**src/rtl/reg_pipe_chain.sv**
```systemverilog
// rtl/reg_pipe_chain.sv - parameterised register pipeline with valid tracking, tap mux and occupancy
module reg_pipe_chain #(
  parameter int               WIDTH   = 18,
  parameter int               DEPTH   = 2,
  parameter logic [WIDTH-1:0] RST_VAL = '0
) (
  input  logic             clk,
  input  logic             rst,
  input  logic             clk_en,
  input  logic             flush,
  input  logic             in_valid,
  input  logic [WIDTH-1:0] in,
  input  logic [3:0]       tap_sel,
  output logic             out_valid,
  output logic [WIDTH-1:0] out,
  output logic [WIDTH-1:0] out_tap,
  output logic             tap_valid,
  output logic [3:0]       occupancy
);

  if (DEPTH == 0) begin : g_bypass
    // No storage: every control input is irrelevant on this path.
    logic unused_ctrl;
    assign unused_ctrl = ^{clk, rst, clk_en, flush, tap_sel};

    assign out       = in;
    assign out_valid = in_valid;
    assign out_tap   = in;
    assign tap_valid = in_valid;
    assign occupancy = 4'd0;
  end else begin : g_pipe
    logic [WIDTH-1:0] data_q [1:DEPTH];
    logic [DEPTH:1]   valid_q;
    logic [3:0]       occ_q;
    logic [3:0]       sel;

    always_ff @(posedge clk or posedge rst) begin
      if (rst) begin
        for (int k = 1; k <= DEPTH; k++) data_q[k] <= RST_VAL;
        valid_q <= '0;
        occ_q   <= 4'd0;
      end else if (flush) begin
        for (int k = 1; k <= DEPTH; k++) data_q[k] <= RST_VAL;
        valid_q <= '0;
        occ_q   <= 4'd0;
      end else if (clk_en) begin
        data_q[1]  <= in;
        valid_q[1] <= in_valid;
        for (int k = 2; k <= DEPTH; k++) begin
          data_q[k]  <= data_q[k-1];
          valid_q[k] <= valid_q[k-1];
        end
        // Entry and exit in the same cycle cancel, so the count stays within 0..DEPTH.
        occ_q <= occ_q + {3'b000, in_valid} - {3'b000, valid_q[DEPTH]};
      end
    end

    assign sel = (tap_sel > 4'(DEPTH)) ? 4'(DEPTH) : tap_sel;

    always_comb begin
      out_tap   = in;
      tap_valid = in_valid;
      for (int k = 1; k <= DEPTH; k++) begin
        if (sel == 4'(k)) begin
          out_tap   = data_q[k];
          tap_valid = valid_q[k];
        end
      end
    end

    assign out       = data_q[DEPTH];
    assign out_valid = valid_q[DEPTH];
    assign occupancy = occ_q;
  end

endmodule

```
**config.mk**
```make
export PLATFORM = sky130hd
export DESIGN_NAME = reg_pipe_chain
export DESIGN_NICKNAME = d
export VERILOG_FILES = /design/src/rtl/reg_pipe_chain.sv
export SDC_FILE = /design/constraint.sdc
export NUM_CORES = 1
export LEC_CHECK = 0
export BUFFER_PORTS_ARGS = -buffer_cell sky130_fd_sc_hd__buf_2
export CORE_AREA = 2 2 87 89
export CTS_CLUSTER_SIZE = 14
export DETAILED_ROUTE_END_ITERATION = 8
export DIE_AREA = 0 0 89 91
export PLACE_DENSITY = 0.61
export SYNTH_ARGS = -nofsm -noshare
export SYNTH_HDL_FRONTEND = slang
export SYNTH_SLANG_ARGS = --single-unit
```
**constraint.sdc**
```tcl
create_clock -name clk -period 5.4 [get_ports clk]
set_clock_uncertainty 0.2 [all_clocks]
set_input_delay 0.54 -clock clk [delete_from_list [all_inputs] [get_ports clk]]
set_output_delay 0.54 -clock clk [all_outputs]
set_load 0.01 [all_outputs]
```
==> results of run 1 <==
per-stage QoR:
| step | instances | cell area [um2] | power, mW | utilization [%] | setup WS [ns] |
|---|---|---|---|---|---|
| after detailed placement | 371 | 2620 | 0.477 | 36.6 | 3.11 |
| after CTS | 379 | 2730 | 0.711 | 38.2 | 3.11 |
| after global routing | 379 | 2730 | 0.740 | 38.2 | 3.00 |
| after global placement | 371 | 2620 | 0.474 | 36.6 | 3.12 |
| final | 379 | 2730 | 0.698 | 38.2 | 3.13 |
| after floorplan | 236 | 2360 | 0.442 | - | 3.32 |
flip-flops by register name (all words and copies together) (netlist names):
name            flops
occupancy           4
g_pipe.data_q      18
out                18
g_pipe.valid_q      2
report_power, final:
part | internal (mW) | switching (mW)
sequential | 0.331 | 0.0129
combinational | 0.0561 | 0.0689
clock | 0.129 | 0.100
total | 0.516 | 0.182
path summary, 6_finish.rpt:
kind / start / end / slack (ns) / cells after the start
worst max-delay path: tap_sel[0] / out_tap[6] / 3.13 / 4
worst min-delay path: rst / out[15] / 0.23 / 2
worst max register to register: g_pipe.valid_q[2] / occupancy[3] / 3.26 / 7
worst min register to register: out[7] / out[7] / 0.35 / 2
max in group asynchronous: rst / g_pipe.data_q[34] / 4.22 / 2
min in group clk: in[15] / g_pipe.data_q[33] / 0.31 / 3
cells in the final DEF, fill, tap and decap left out:
master	Yosys	layout
a211oi_1	1	1
a21o_1	1	1
a21oi_1	19	19
a21oi_2	1	1
buf_2	3	68
buf_4	26	2
clkbuf_8	0	8
dfrtp_1	42	42
fa_1	1	1
ha_1	4	4
inv_1	6	5
inv_2	0	1
mux2_1	1	1
mux2i_1	60	60
nand2_1	2	2
nor2_1	61	61
nor2b_1	1	1
nor3_2	0	1
xnor2_1	1	1
metal layers:
metal | vias up | wire [um] | track usage, %
met3 | 4 | 281 | 3.64
met1 | 801 | 2140 | 14.9
met4 | 0 | 39 | 4.10
li1 | 848 | - | -
met2 | 49 | 2140 | 18.9
met5 | - | 0 | 0
synth_stat cells:
cell type and count:
dfrtp_1 42, nand2_1 2, nor2b_1 1, inv_1 6
a21o_1 1, buf_4 26, a21oi_1 19, buf_2 3
xnor2_1 1, nor3_1 1, clkbuf_1 5, a211oi_1 1
mux2_1 1, nor2_1 61, mux2i_1 60, ha_1 4
fa_1 1, a21oi_2 1
kinds of logic (layout without fill, tap and decap cells):
logic type / count (synthesis) / count (layout) / synth area share [%]
and+or+nand+nor: 65 / 65 / 10.5
muxes: 61 / 61 / 25.9
DFF: 42 / 42 / 44.5
buffers and inverters: 40 / 84 / 10.7
AOI/OAI and AO/OA: 22 / 22 / 5.04
adders and majority gates: 5 / 5 / 2.97
xor gates and xnor gates: 1 / 1 / 0.371
area by class of cell:
type	instances	area, um2	area share [%]
Timing Repair Buffer	70	355	13.0
Multi-Input combinational cell	154	1060	39.0
Sequential cell	42	1050	38.6
Clock buffer	8	110	4.04
Tap cell	99	124	4.55
Inverter	6	22.5	0.826
worst max-delay path: stages:
cell and delay, ns:
buf_2 0.48, mux2i_1 0.26, a21oi_1 0.08, buf_2 0.16
==> reports/summary.txt, run 1 <==
WP data required: 4.66 ns
Fillers: 768
Routed WL per cell: 12.1 um
share of layout cells above drive strength 1: 28.9%
Mean Syn Cell Area: 10.0 um2
Total GRT Usage: 11.8%
Setup TNS Final: 0 ns
wirelength, routed: 4.60 mm
Die H: 91 um
# DRC: 0
#FFs+latches synth: 42
RSZ-0062 raised after global routing: false
clock root cell: clkbuf_8
CP Launch Type: input pin
Initial Util: 33.1%
first-pass GRT wire length: 7.56 mm
post-synthesis net count: 268
Hold Worst Slack: 0.232 ns
Crit path arrival time: 1.53 ns
Clock Tree Buf Depth: 2
Area contributors post-synth: dfrtp_1 45%, mux2i_1 25%, nor2_1 9.7%, buf_4 8.3%, a21oi_1 4.0%
FP Rows: 31
Worst Setup End Kind: output pin
crit path time final: 2.27 ns
via/cell ratio: 4.49
CTS buffer count: 5
status: finished clean
Mapped Area: 2360 um2
Via Count: 1702
clk sinks: 42
Post-Syn Instances: 236
nets@finish: 311
Final Cycle Share: 42.1%
number of H-tree levels: 2
largest area contributor in the netlist: dfrtp_1
Rel. slew slack: 42.3%
pin count of the biggest net entering global routing: 45
total grt overflow: 0
Finish-stage setup viols: 0
Reg clk slew, reported paths: 0.07 ns
Worst Tran Pin Value: 0.865 ns
1st-pass router iterations: 4
P per Cell Area: 256 nW/um2
final hold violation count: 0
Synth warnings: 0
Crit Path Max Fanout: 19
Synth top area share: 44.5%
Worst-Skew Late Latency: 0.29 ns
Die Area: 8100 um2
# port buffers: 68
vias in the first global route: 1641
Max Freq: 440 MHz
Max Cap Viol: 0
Pins Over Slew Limit: 0
worst min path class: in2async
core footprint: 7140 um2
die span in x: 89 um
Routability Congestion: 0.724
post_cts resized: 0
initial antenna violation count: 0
post-detail-place hpwl: 3.12 mm
post-synthesis sequential area ratio: 44.5%
Yosys cell types: 18
Detail Route Antenna Nets: 0
postcts setup bufs: 0
leakage: 1.52 nW
n_diodes: 0
drt first-iter violations: 75
CP Class: in2out
num ports: 69
CTS Hold Buffers Added: 0
maximum VDD drop: 0.0000892 V
Layout area overhead: 15.5%
CTS tree: yes
Note: power is estimated with default switching activity, not from simulation.
==> run 2, diff against run 1 <==
--- a/config.mk
+++ b/config.mk
@@ -5,11 +5,12 @@
 export SDC_FILE = /design/constraint.sdc
 export NUM_CORES = 1
 export LEC_CHECK = 0
+export ABC_AREA = 1
 export BUFFER_PORTS_ARGS = -buffer_cell sky130_fd_sc_hd__buf_2
-export CORE_AREA = 2 2 87 89
+export CORE_AREA = 2 2 85 87
 export CTS_CLUSTER_SIZE = 14
 export DETAILED_ROUTE_END_ITERATION = 8
-export DIE_AREA = 0 0 89 91
+export DIE_AREA = 0 0 87 89
 export PLACE_DENSITY = 0.61
 export SYNTH_ARGS = -nofsm -noshare
 export SYNTH_HDL_FRONTEND = slang
==> constraint.sdc (replaced) <==
create_clock -name clk -period 2.1 [get_ports clk]
set_clock_uncertainty 0.2 [all_clocks]
set_input_delay 0.21 -clock clk [delete_from_list [all_inputs] [get_ports clk]]
set_output_delay 0.21 -clock clk [all_outputs]
set_load 0.01 [all_outputs]
==> run 2 against run 1 <==
  * Cell count increased by 9.0%
  * Worst hold slack improved by 0.029 ns
  * Clock power increased by 140%
  * Critical path depth increased by 2
  * First-iteration DRC count decreased by 39%
  * Synthesized cell count increased by 12%
  * Register-to-register slack got worse by 3.0 ns
  * Global-route usage increased by 2.1 points
  * Die area decreased by 4.4%
  * Critical endpoint is now occupancy[2]
  * Highest routed layer unchanged
==> reports/summary.txt, run 2 <==
post_cts resized: 0 (unchanged)
Via Count: 1941 (+14%)
Reg clk slew, reported paths: 0.08 ns (about the same)
Total GRT Usage: 13.9% (+2.1 points)
commonest non-fill, non-tap cell in the layout: buf_2
initial antenna violation count: 0 (unchanged)
Finish-stage setup viols: 0 (unchanged)
largest area contributor in the netlist: dfrtp_1
CTS buffer count: 5 (unchanged)
P per Cell Area: 614 nW/um2 (+140%)
Clock Tree Buf Depth: 2 (unchanged)
CTS Hold Buffers Added: 22 (+22)
share of layout cells above drive strength 1: 25.2% (-3.7 points)
worst r2r dst: occupancy[2]
number of H-tree levels: 2 (unchanged)
Hold Path Sink: g_pipe.data_q[34]
first-pass GRT wire length: 8.38 mm (+11%)
Area contributors post-synth: dfrtp_1 47%, o21ai_0 8.7%, inv_1 8.2%, nand2_1 8.0%, buf_4 7.4%
# DRC: 0 (unchanged)
most frequent cell after synthesis: inv_1
post-detail-place hpwl: 3.29 mm (+5.4%)
Final WS setup: 0.241 ns (-2.89 ns)
final hold violation count: 0 (unchanged)
Setup TNS Final: 0 ns (unchanged)
Initial Util: 33.4% (+0.32 points)
Mapped Area: 2240 um2 (-4.9%)
vias in the first global route: 1832 (+12%)
Max Cap Viol: 0 (unchanged)
R2R Path Start: g_pipe.valid_q[2]
crit path time final: 1.86 ns
via/cell ratio: 4.70 (+4.7%)
#FFs+latches synth: 42 (unchanged)
CP Class: reg2reg
dpl ws: 0.247 ns (-2.86 ns)
Post-synth top cells: 49 x inv_1, 48 x nand2_1, 42 x dfrtp_1
Synth top area share: 46.8% (+2.3 points)
Post-Syn Instances: 264 (+12%)
total grt overflow: 0 (unchanged)
die span in x: 87 um (-2.2%)
number of synthesized flops with an enable pin: 0 (unchanged)
Synth async-reset ratio: 100% (unchanged)
Fillers: 692 (-9.9%)
Final Cycle Share: 88.5%
Die H: 89 um (-2.2%)
Detail Route Antenna Nets: 0 (unchanged)
1st-pass router iterations: 4 (unchanged)
status: finished clean
Die Area: 7740 um2 (-4.4%)
# port buffers: 68 (unchanged)
wirelength, routed: 5.03 mm (+9.4%)
commonest cells after routing, fill and taps aside: 68 x buf_2, 48 x inv_1, 48 x nand2_1, 42 x dfrtp_1, 39 x o21ai_0
Hold Path Stages: 5
maximum VDD drop: 0.000231 V (+160%)
Layout area overhead: 25.9%
Synth warnings: 0 (unchanged)
Routability Congestion: 0.741 (+2.3%)
Yosys cell types: 19 (+1)
core footprint: 6720 um2 (-5.9%)
RSZ-0062 raised after global routing: false
Synth Flop Type: dfrtp_1
Worst-Skew Late Latency: 0.29 ns (about the same)
FP Rows: 30 (-3.2%)
CTS tree: yes
clk sinks: 42 (unchanged)
hold path start: clk_en
Mean Syn Cell Area: 8.50 um2 (-15%)
nets@finish: 364 (+17%)
Worst Setup End Kind: register
post-synthesis sequential area ratio: 46.8% (+2.3 points)
num ports: 69 (unchanged)
Pins Over Slew Limit: 0 (unchanged)
post-synthesis net count: 296 (+10%)
Rel. slew slack: 57.0% (+15 points)
Worst Tran Pin Value: 0.646 ns (-0.219 ns)
Worst Reg2Reg Path Length in Cells: 6 (-1)
Crit Path Max Fanout: 3 (-16)
n_diodes: 0 (unchanged)
pin count of the biggest net entering global routing: 42 (-6.7%)
Max Freq: 538 MHz
worst min path class: in2reg
leakage: 1.42 nW (-6.5%)
WP data required: 2.06 ns (-2.60 ns)
Routed WL per cell: 12.2 um (+0.35%)
postcts setup bufs: 0 (unchanged)
CP Launch Type: register
reg2reg setup slack: 0.24 ns (-3.02 ns)
Crit path arrival time: 1.82 ns (+0.29 ns)
drt first-iter violations: 46 (-39%)
clock root cell: clkbuf_8
[run 2: kinds of logic after synthesis]
group | count (synthesis) | share of synthesized area, %
buf+inv | 83 | 19.0
flops | 42 | 46.8
simple gates | 53 | 9.37
xor+xnor | 1 | 0.390
fa+ha+maj | 5 | 3.12
compound gates | 80 | 21.2
[run 2: worst max-delay path: stages, from the launching register on]
cell	delay, ns
dfrtp_1	0.41
ha_1	0.28
inv_1	0.04
ha_1	0.19
fa_1	0.38
xnor2_1	0.16
o22ai_1	0.08
[run 2: stage by stage]
stage | instances | cell area [um2] | power (mW) | hold WS [ns] | util (%)
global route | 413 | 2830 | 1.85 | 0.307 | 42.0
global placement | 383 | 2510 | 1.18 | 0.0638 | 37.4
CTS | 413 | 2830 | 1.78 | 0.253 | 42.0
detailed placement | 383 | 2510 | 1.18 | 0.0724 | 37.4
floorplan | 264 | 2240 | 1.09 | 0.131 | -
finish | 413 | 2830 | 1.74 | 0.261 | 42.0
[run 2: worst max-delay path by stage]
stage                     cells past startpoint         startpoint  slack [ns]            to
final                                         6  g_pipe.valid_q[2]        0.24  occupancy[2]
after global routing                          6  g_pipe.valid_q[2]        0.12  occupancy[2]
after CTS                                     6  g_pipe.valid_q[2]        0.23  occupancy[2]
after detailed placement                      6  g_pipe.valid_q[2]        0.25  occupancy[2]
after global placement                        6  g_pipe.valid_q[2]        0.28  occupancy[2]
after floorplan                               7       occupancy[0]        0.27  occupancy[2]
[run 2: layout make-up]
type | count | area (um2) | area share, %
flip-flops and latches | 42 | 1050 | 37.2
multi-input cells | 139 | 772 | 27.3
repair buffers | 95 | 623 | 22.1
inverters | 49 | 184 | 6.51
well taps | 80 | 100 | 3.54
clock buffers | 6 | 82.6 | 2.92
clock inverters | 2 | 12.5 | 0.443
[run 2: metal layers]
| metal | share of wire [%] | up-vias | track usage (%) |
|---|---|---|---|
| li1 | - | 977 | - |
| met1 | 46 | 904 | 17.2 |
| met2 | 48 | 58 | 24.1 |
| met3 | 5.5 | 2 | 3.42 |
| met4 | 0.64 | 0 | 4.26 |
| met5 | 0 | - | 0 |
[run 2: power by group]
group	leakage, nW	switching [mW]	internal, mW
logic	0.807	0.190	0.139
clock network	0.0472	0.275	0.264
registers	0.568	0.0180	0.849
total	1.42	0.483	1.25
